**src/rtl/fetch_ctrl_pkg.sv**
```systemverilog
// ============================================================================
// Module : fetch_ctrl_pkg
// Brief  : Shared types and constants for the instruction-fetch controller.
// Rev    : 1.0  initial release
// ============================================================================
`default_nettype none

package fetch_ctrl_pkg;

  localparam int          FETCH_ADDR_W = 64;
  localparam int          FETCH_INSN_W = 32;
  localparam logic [31:0] NOP_INSN     = 32'h0000_0013;

  typedef enum logic [1:0] {
    S_REQ  = 2'd0,
    S_HOLD = 2'd1,
    S_DROP = 2'd2
  } fetch_state_t;

  typedef struct packed {
    logic [FETCH_INSN_W-1:0] instr;
    logic [FETCH_ADDR_W-1:0] pc;
    logic                    misalign;
  } fetch_data_t;

  typedef struct packed {
    logic                    valid;
    logic [FETCH_ADDR_W-1:0] addr;
  } ibus_req_t;

  typedef struct packed {
    logic                    data_ok;
    logic [FETCH_INSN_W-1:0] data;
  } ibus_resp_t;

endpackage

`default_nettype wire

```
**src/rtl/fetch_buf.sv**
```systemverilog
// ============================================================================
// Module : fetch_buf
// Brief  : One-entry holding buffer with load/clear and async active-low reset.
// Rev    : 1.0  initial release
// ============================================================================
`default_nettype none

module fetch_buf
  import fetch_ctrl_pkg::*;
#(
  parameter int           W       = 8,
  parameter logic [W-1:0] CLR_VAL = '0
) (
  input  logic         clk,
  input  logic         rst_n,
  input  logic         i_load,
  input  logic         i_clear,
  input  logic [W-1:0] i_data,
  output logic [W-1:0] o_data
);

  logic [W-1:0] r_data;

  // Clear wins over load so a redirect can never leave a stale word behind.
  always_ff @(posedge clk or negedge rst_n) begin
    if (!rst_n) begin
      r_data <= CLR_VAL;
    end else if (i_clear) begin
      r_data <= CLR_VAL;
    end else if (i_load) begin
      r_data <= i_data;
    end
  end

  assign o_data = r_data;

endmodule

`default_nettype wire

```
**src/rtl/fetch_ctrl.sv**
```systemverilog
// ============================================================================
// Module : fetch_ctrl
// Brief  : Instruction-fetch controller: PC -> bus request -> {instr, pc} to F/D.
// Rev    : 1.0  initial release
// ============================================================================
`default_nettype none

module fetch_ctrl #(
  parameter int                ADDR_W   = 64,
  parameter int                INSN_W   = 32,
  parameter logic [INSN_W-1:0] NOP_INSN = fetch_ctrl_pkg::NOP_INSN
) (
  input  logic              clk,
  input  logic              reset,
  input  logic [ADDR_W-1:0] pc,
  input  logic              jump,
  input  logic              stallD,
  output logic              ireq_valid,
  output logic [ADDR_W-1:0] ireq_addr,
  input  logic              iresp_data_ok,
  input  logic [INSN_W-1:0] iresp_data,
  output logic              stallI,
  output logic              instr_valid,
  output logic [INSN_W-1:0] instr,
  output logic [ADDR_W-1:0] instr_pc,
  output logic              instr_misalign
);

  import fetch_ctrl_pkg::*;

  localparam int                BUF_W   = INSN_W + ADDR_W + 1;
  localparam logic [BUF_W-1:0]  BUF_CLR = {NOP_INSN, {ADDR_W{1'b0}}, 1'b0};

  fetch_state_t      r_state;
  fetch_state_t      w_next;
  logic [ADDR_W-1:0] r_drop_addr;

  logic              w_misaligned;
  logic              w_req_valid;
  logic [ADDR_W-1:0] w_req_addr;
  logic              w_stall;
  logic              w_valid;
  logic [INSN_W-1:0] w_instr;
  logic [ADDR_W-1:0] w_pc;
  logic              w_mis;
  logic              w_buf_load;
  logic              w_buf_clear;
  logic              w_drop_load;
  logic [BUF_W-1:0]  w_buf_q;

  assign w_misaligned = (pc[1:0] != 2'b00);

  fetch_buf #(
    .W       (BUF_W),
    .CLR_VAL (BUF_CLR)
  ) u_buf (
    .clk     (clk),
    .rst_n   (reset),
    .i_load  (w_buf_load),
    .i_clear (w_buf_clear),
    .i_data  ({w_instr, w_pc, w_mis}),
    .o_data  (w_buf_q)
  );

  always_ff @(posedge clk or negedge reset) begin
    if (!reset) begin
      r_state     <= S_REQ;
      r_drop_addr <= '0;
    end else begin
      r_state <= w_next;
      if (w_drop_load) begin
        r_drop_addr <= pc;
      end
    end
  end

  always_comb begin
    w_next      = r_state;
    w_req_valid = 1'b0;
    w_req_addr  = pc;
    w_stall     = 1'b1;
    w_valid     = 1'b0;
    w_instr     = NOP_INSN;
    w_pc        = '0;
    w_mis       = 1'b0;
    w_buf_load  = 1'b0;
    w_buf_clear = 1'b0;
    w_drop_load = 1'b0;

    unique case (r_state)
      S_REQ: begin
        if (w_misaligned) begin
          w_valid = 1'b1;
          w_mis   = 1'b1;
          w_pc    = pc;
          w_stall = stallD;
          w_next  = stallD ? S_HOLD : S_REQ;
          w_buf_load = stallD;
        end else begin
          w_req_valid = 1'b1;
          if (iresp_data_ok) begin
            w_valid    = 1'b1;
            w_instr    = iresp_data;
            w_pc       = pc;
            w_stall    = stallD;
            w_next     = stallD ? S_HOLD : S_REQ;
            w_buf_load = stallD;
          end
        end
        // A redirect with a request still in flight must swallow its response.
        if (jump) begin
          w_stall     = 1'b0;
          w_valid     = 1'b0;
          w_buf_load  = 1'b0;
          w_drop_load = !w_misaligned && !iresp_data_ok;
          w_next      = w_drop_load ? S_DROP : S_REQ;
        end
      end
      S_HOLD: begin
        {w_instr, w_pc, w_mis} = w_buf_q;
        w_valid = 1'b1;
        w_stall = stallD;
        w_next  = stallD ? S_HOLD : S_REQ;
        if (jump) begin
          w_stall     = 1'b0;
          w_valid     = 1'b0;
          w_buf_clear = 1'b1;
          w_next      = S_REQ;
        end
      end
      S_DROP: begin
        w_req_valid = 1'b1;
        w_req_addr  = r_drop_addr;
        w_next      = iresp_data_ok ? S_REQ : S_DROP;
        if (jump) begin
          w_stall = 1'b0;
        end
      end
      default: begin
        w_next = S_REQ;
      end
    endcase
  end

  assign ireq_valid     = reset & w_req_valid;
  assign ireq_addr      = w_req_addr;
  assign stallI         = ~reset | w_stall;
  assign instr_valid    = reset & w_valid;
  assign instr          = instr_valid ? w_instr : NOP_INSN;
  assign instr_pc       = instr_valid ? w_pc : '0;
  assign instr_misalign = instr_valid & w_mis;

endmodule

`default_nettype wire

```
**config.mk**
```make
export PLATFORM = sky130hd
export DESIGN_NAME = fetch_ctrl
export DESIGN_NICKNAME = d
export VERILOG_FILES = /design/src/rtl/fetch_ctrl_pkg.sv /design/src/rtl/fetch_buf.sv /design/src/rtl/fetch_ctrl.sv
export SDC_FILE = /design/constraint.sdc
export NUM_CORES = 1
export LEC_CHECK = 0
export CORE_UTILIZATION = 50
export CTS_BUF_LIST = sky130_fd_sc_hd__clkbuf_4 sky130_fd_sc_hd__clkbuf_8
export DETAILED_ROUTE_END_ITERATION = 10
export PLACE_DENSITY_LB_ADDON = 0.05
export SYNTH_ARGS = -nofsm -noshare
export SYNTH_HDL_FRONTEND = slang
export SYNTH_SLANG_ARGS = --single-unit
```
**constraint.sdc**
```tcl
create_clock -name clk -period 2.9 [get_ports clk]
set_input_delay 0.58 -clock clk [delete_from_list [all_inputs] [get_ports clk]]
set_output_delay 0.58 -clock clk [all_outputs]
set_load 0.05 [all_outputs]
```
==> results.json <==
{
  "async_flop_share_pct": 100,
  "clk_pin_slew_ns": 0.10,
  "synthFlopType": "dfrtp_1",
  "peakVddDrop_mv": 0.341,
  "die_w_um": 140,
  "crit_path_end_kind": "output port",
  "period_needed_ns": 2.82,
  "gp_congestion": 0.774,
  "place_hpwl_mm": 18.3,
  "yosysMostFrequentCell": "dfrtp_1",
  "grt_use_total_pct": 30.0,
  "seqPwrFrac_pct": 44.5,
  "num_vias": 9036,
  "wl_mm": 28.5,
  "grt_max_degree": 98,
  "pwr_density_cell_nw_per_um2": 499,
  "cts_tree": "done",
  "power.total_mw": 6.53,
  "max_freq_mhz": 354,
  "cp.required_ns": 2.32,
  "final-hold-violation-count": 0,
  "synth.avg_cell_area_um2": 9.62,
  "die_area_um2": 19600,
  "syn_area_um2": 9530,
  "instances_no_fill": 1450,
  "place_area_um2": 12600,
  "fp.coreArea_um2": 18700,
  "regToRegSetupSlack_ns": 0.78,
  "worstSetupPathType": "reg2out",
  "ys_seq_area_share_pct": 42.8,
  "grt_pass1_vias": 8788,
  "r2r_start": "r_state[0]",
  "final_nets": 1303,
  "synth_edf_count": 0,
  "pwr-share-clk_pct": 24.7,
  "avgViaCountPerCell": 6.23,
  "path_max_fanout": 13,
  "post-route-cell-area_um2": 13100,
  "htreeDepth": 4,
  "worst_pin_slew_ns": 0.991,
  "grt_pass1_wl_mm": 47.2,
  "start_kind": "register",
  "pin_count": 265,
  "whs_ns": 0.225,
  "p_int_mw": 4.22,
  "finalCritPeriodShare_pct": 97.4,
  "grt_overflow": 0,
  "path_buf_inv": 2,
  "yosys_warnings": 0,
  "hold_path_class": "in2async",
  "firstDrtPassIters": 8,
  "rr_endpoint": "r_drop_addr[16]",
  "yosysTopAreaCell": "dfrtp_1",
  "fillCellCount": 1456,
  "worstPathCellList": "buf_4 > or4_1 > nor3_2 > o21ai_1 > buf_12",
  "power_frac_comb_pct": 30.9,
  "setup_viol": 0,
  "arrival_ns": 2.24,
  "cts_made_buffers": 17,
  "status": "completed",
  "synth_area_leaders": "dfrtp_1 (42%), mux2_2 (14%), a32oi_1 (5.7%), nand3_1 (4.9%), o311ai_1 (4.9%)",
  "seqCellArea_um2": 4080,
  "p_leak_nw": 5.31,
  "numClockSinks": 163,
  "syn2layout_area_growth_pct": 37.5,
  "relSlewSlack_pct": 33.9,
  "synth_seq_cells": 163,
  "cpMaxStageDelayCell": "or4_1",
  "start_util_pct": 50.9,
  "r2r_cells": 6,
  "rows": 50,
  "clk_latency_ns": 0.47,
  "drive_gt1_share_pct": 38.4,
  "clock_skew_ns": 0.0114,
  "max-clock-path-buffers": 2,
  "cpLargestDelayFamily": "simple AND/OR/NAND/NOR gates",
  "cts_root_buffer": "clkbuf_8",
  "ys_types": 47,
  "antenna_found_initial": 1,
  "p_sw_share_pct": 35.5,
  "hold_buffers": 0,
  "die_y_um": 140,
  "synth_top_area_share_pct": 42.0,
  "dp.cells": 1415,
  "synth_cells": 991,
  "netlist_top_cells_count": "dfrtp_1 (160), mux2_2 (122), nand3_1 (93), nor2_1 (72), inv_1 (64)",
  "wl_per_cell_um": 19.7,
  "drc": 0,
  "antenna_left": 0,
  "io_buffers": 264,
  "drv_slew": 0,
  "multi_input_area_um2": 4920,
  "netSwitchingPower_mw": 2.32,
  "syn_nets": 1092,
  "critical_path.max_stage_delay_ns": 0.66,
  "drt_iter0_drc": 704,
  "drv_cap": 0
}
## registers in the layout, indices dropped and copies added, names as in the netlist
register,cells
r_drop_addr,64
r_state,2
u_buf.o_data,97
## worst register-to-register path: cells and delay by family (launching register included)
kind	cells	cell delay (ns)
buf+inv	3	0.74
flops	1	0.52
simple gates	2	0.42
mux	1	0.33
## metal layers
| layer | track usage, % | up-vias | wire, µm |
|---|---|---|---|
| met5 | 0 | - | 0 |
| met4 | 10.5 | 0 | 677 |
| met3 | 5.09 | 46 | 1690 |
| met2 | 47.7 | 392 | 13400 |
| met1 | 41.4 | 4447 | 12700 |
| li1 | - | 4151 | - |
## power by group through the flow
stage | combinational, mW | sequential [mW] | clock [mW]
floorplan | 1.37 | 2.86 | 0
global placement | 1.97 | 2.92 | 0
detailed placement | 2.01 | 2.94 | 0
CTS | 2.02 | 2.90 | 1.65
global route | 2.16 | 2.95 | 1.75
finish | 2.02 | 2.91 | 1.61
## placed cells by master (no fill, tap or decap), types with 2 or more instances in the layout
cell type	n
dfrtp_1	159
dlygate4sd2_1	3
inv_6	3
clkdlybuf4s50_1	95
nor3_2	4
a21oi_2	8
nand2_1	36
buf_4	165
clkinv_2	2
clkinvlp_4	5
o311ai_2	7
o311ai_0	2
o21ai_0	29
a21oi_1	24
nor2_2	60
dfstp_2	3
nor2_1	12
a32oi_1	61
buf_6	4
o21ai_2	2
and2_1	2
mux2_1	4
inv_1	64
buf_12	43
mux2_2	122
nand3_1	92
nand4_1	62
a22oi_1	2
clkbuf_8	18
mux2i_1	5
clkinv_4	3
o211ai_1	30
o2bb2ai_1	2
o311ai_1	53
nor2b_4	2
## cells by family after synthesis
| kind of cell | Yosys count | share of synthesized area, % |
|---|---|---|
| AOI/OAI and AO/OA | 226 | 18.3 |
| buffers and inverters | 185 | 8.35 |
| DFF | 163 | 42.8 |
| muxes | 131 | 15.4 |
| and+or+nand+nor | 286 | 15.1 |
## repair_timing
action,in CTS,in global routing
setup endpoints to repair,123,12
setup buffers,1,0
gates cloned,1,0
resized for setup,9,4
pin swaps,1,0
## cell type report
class,count,share of cell area (%)
tap,234,2.23
clock buffer,18,1.89
timing repair buffer,312,24.3
clock inverter,14,0.993
sequential,163,31.2
antenna,1,0.0191
multi-input combinational,643,37.5
inverter,65,1.86
## stage by stage
| stage | TNS (ns) | setup WS [ns] | util [%] |
|---|---|---|---|
| final | 0 | 0.0757 | 70.0 |
| after global routing | -0.0184 | -0.00981 | 70.0 |
| after CTS | 0 | 0.0306 | 69.9 |
| after detailed placement | -1.81 | -0.0762 | 67.6 |
| after global placement | -0.957 | -0.0334 | 67.6 |
| after floorplan | -3.69 | -0.174 | - |
## worst max-delay path by stage
stage               startpoint            to  slack (ns)  depth (start not counted)
CTS                 r_state[1]      instr[1]        0.03                          5
detailed placement       pc[0]  instr_pc[32]       -0.08                          6
finish              r_state[1]      instr[0]        0.08                          5
floorplan                 jump     instr[10]       -0.17                          6
global placement         pc[0]   instr_pc[2]       -0.03                          6
global route        r_state[1]      instr[0]       -0.01                          5
Note: power is estimated with default switching activity, not from simulation.
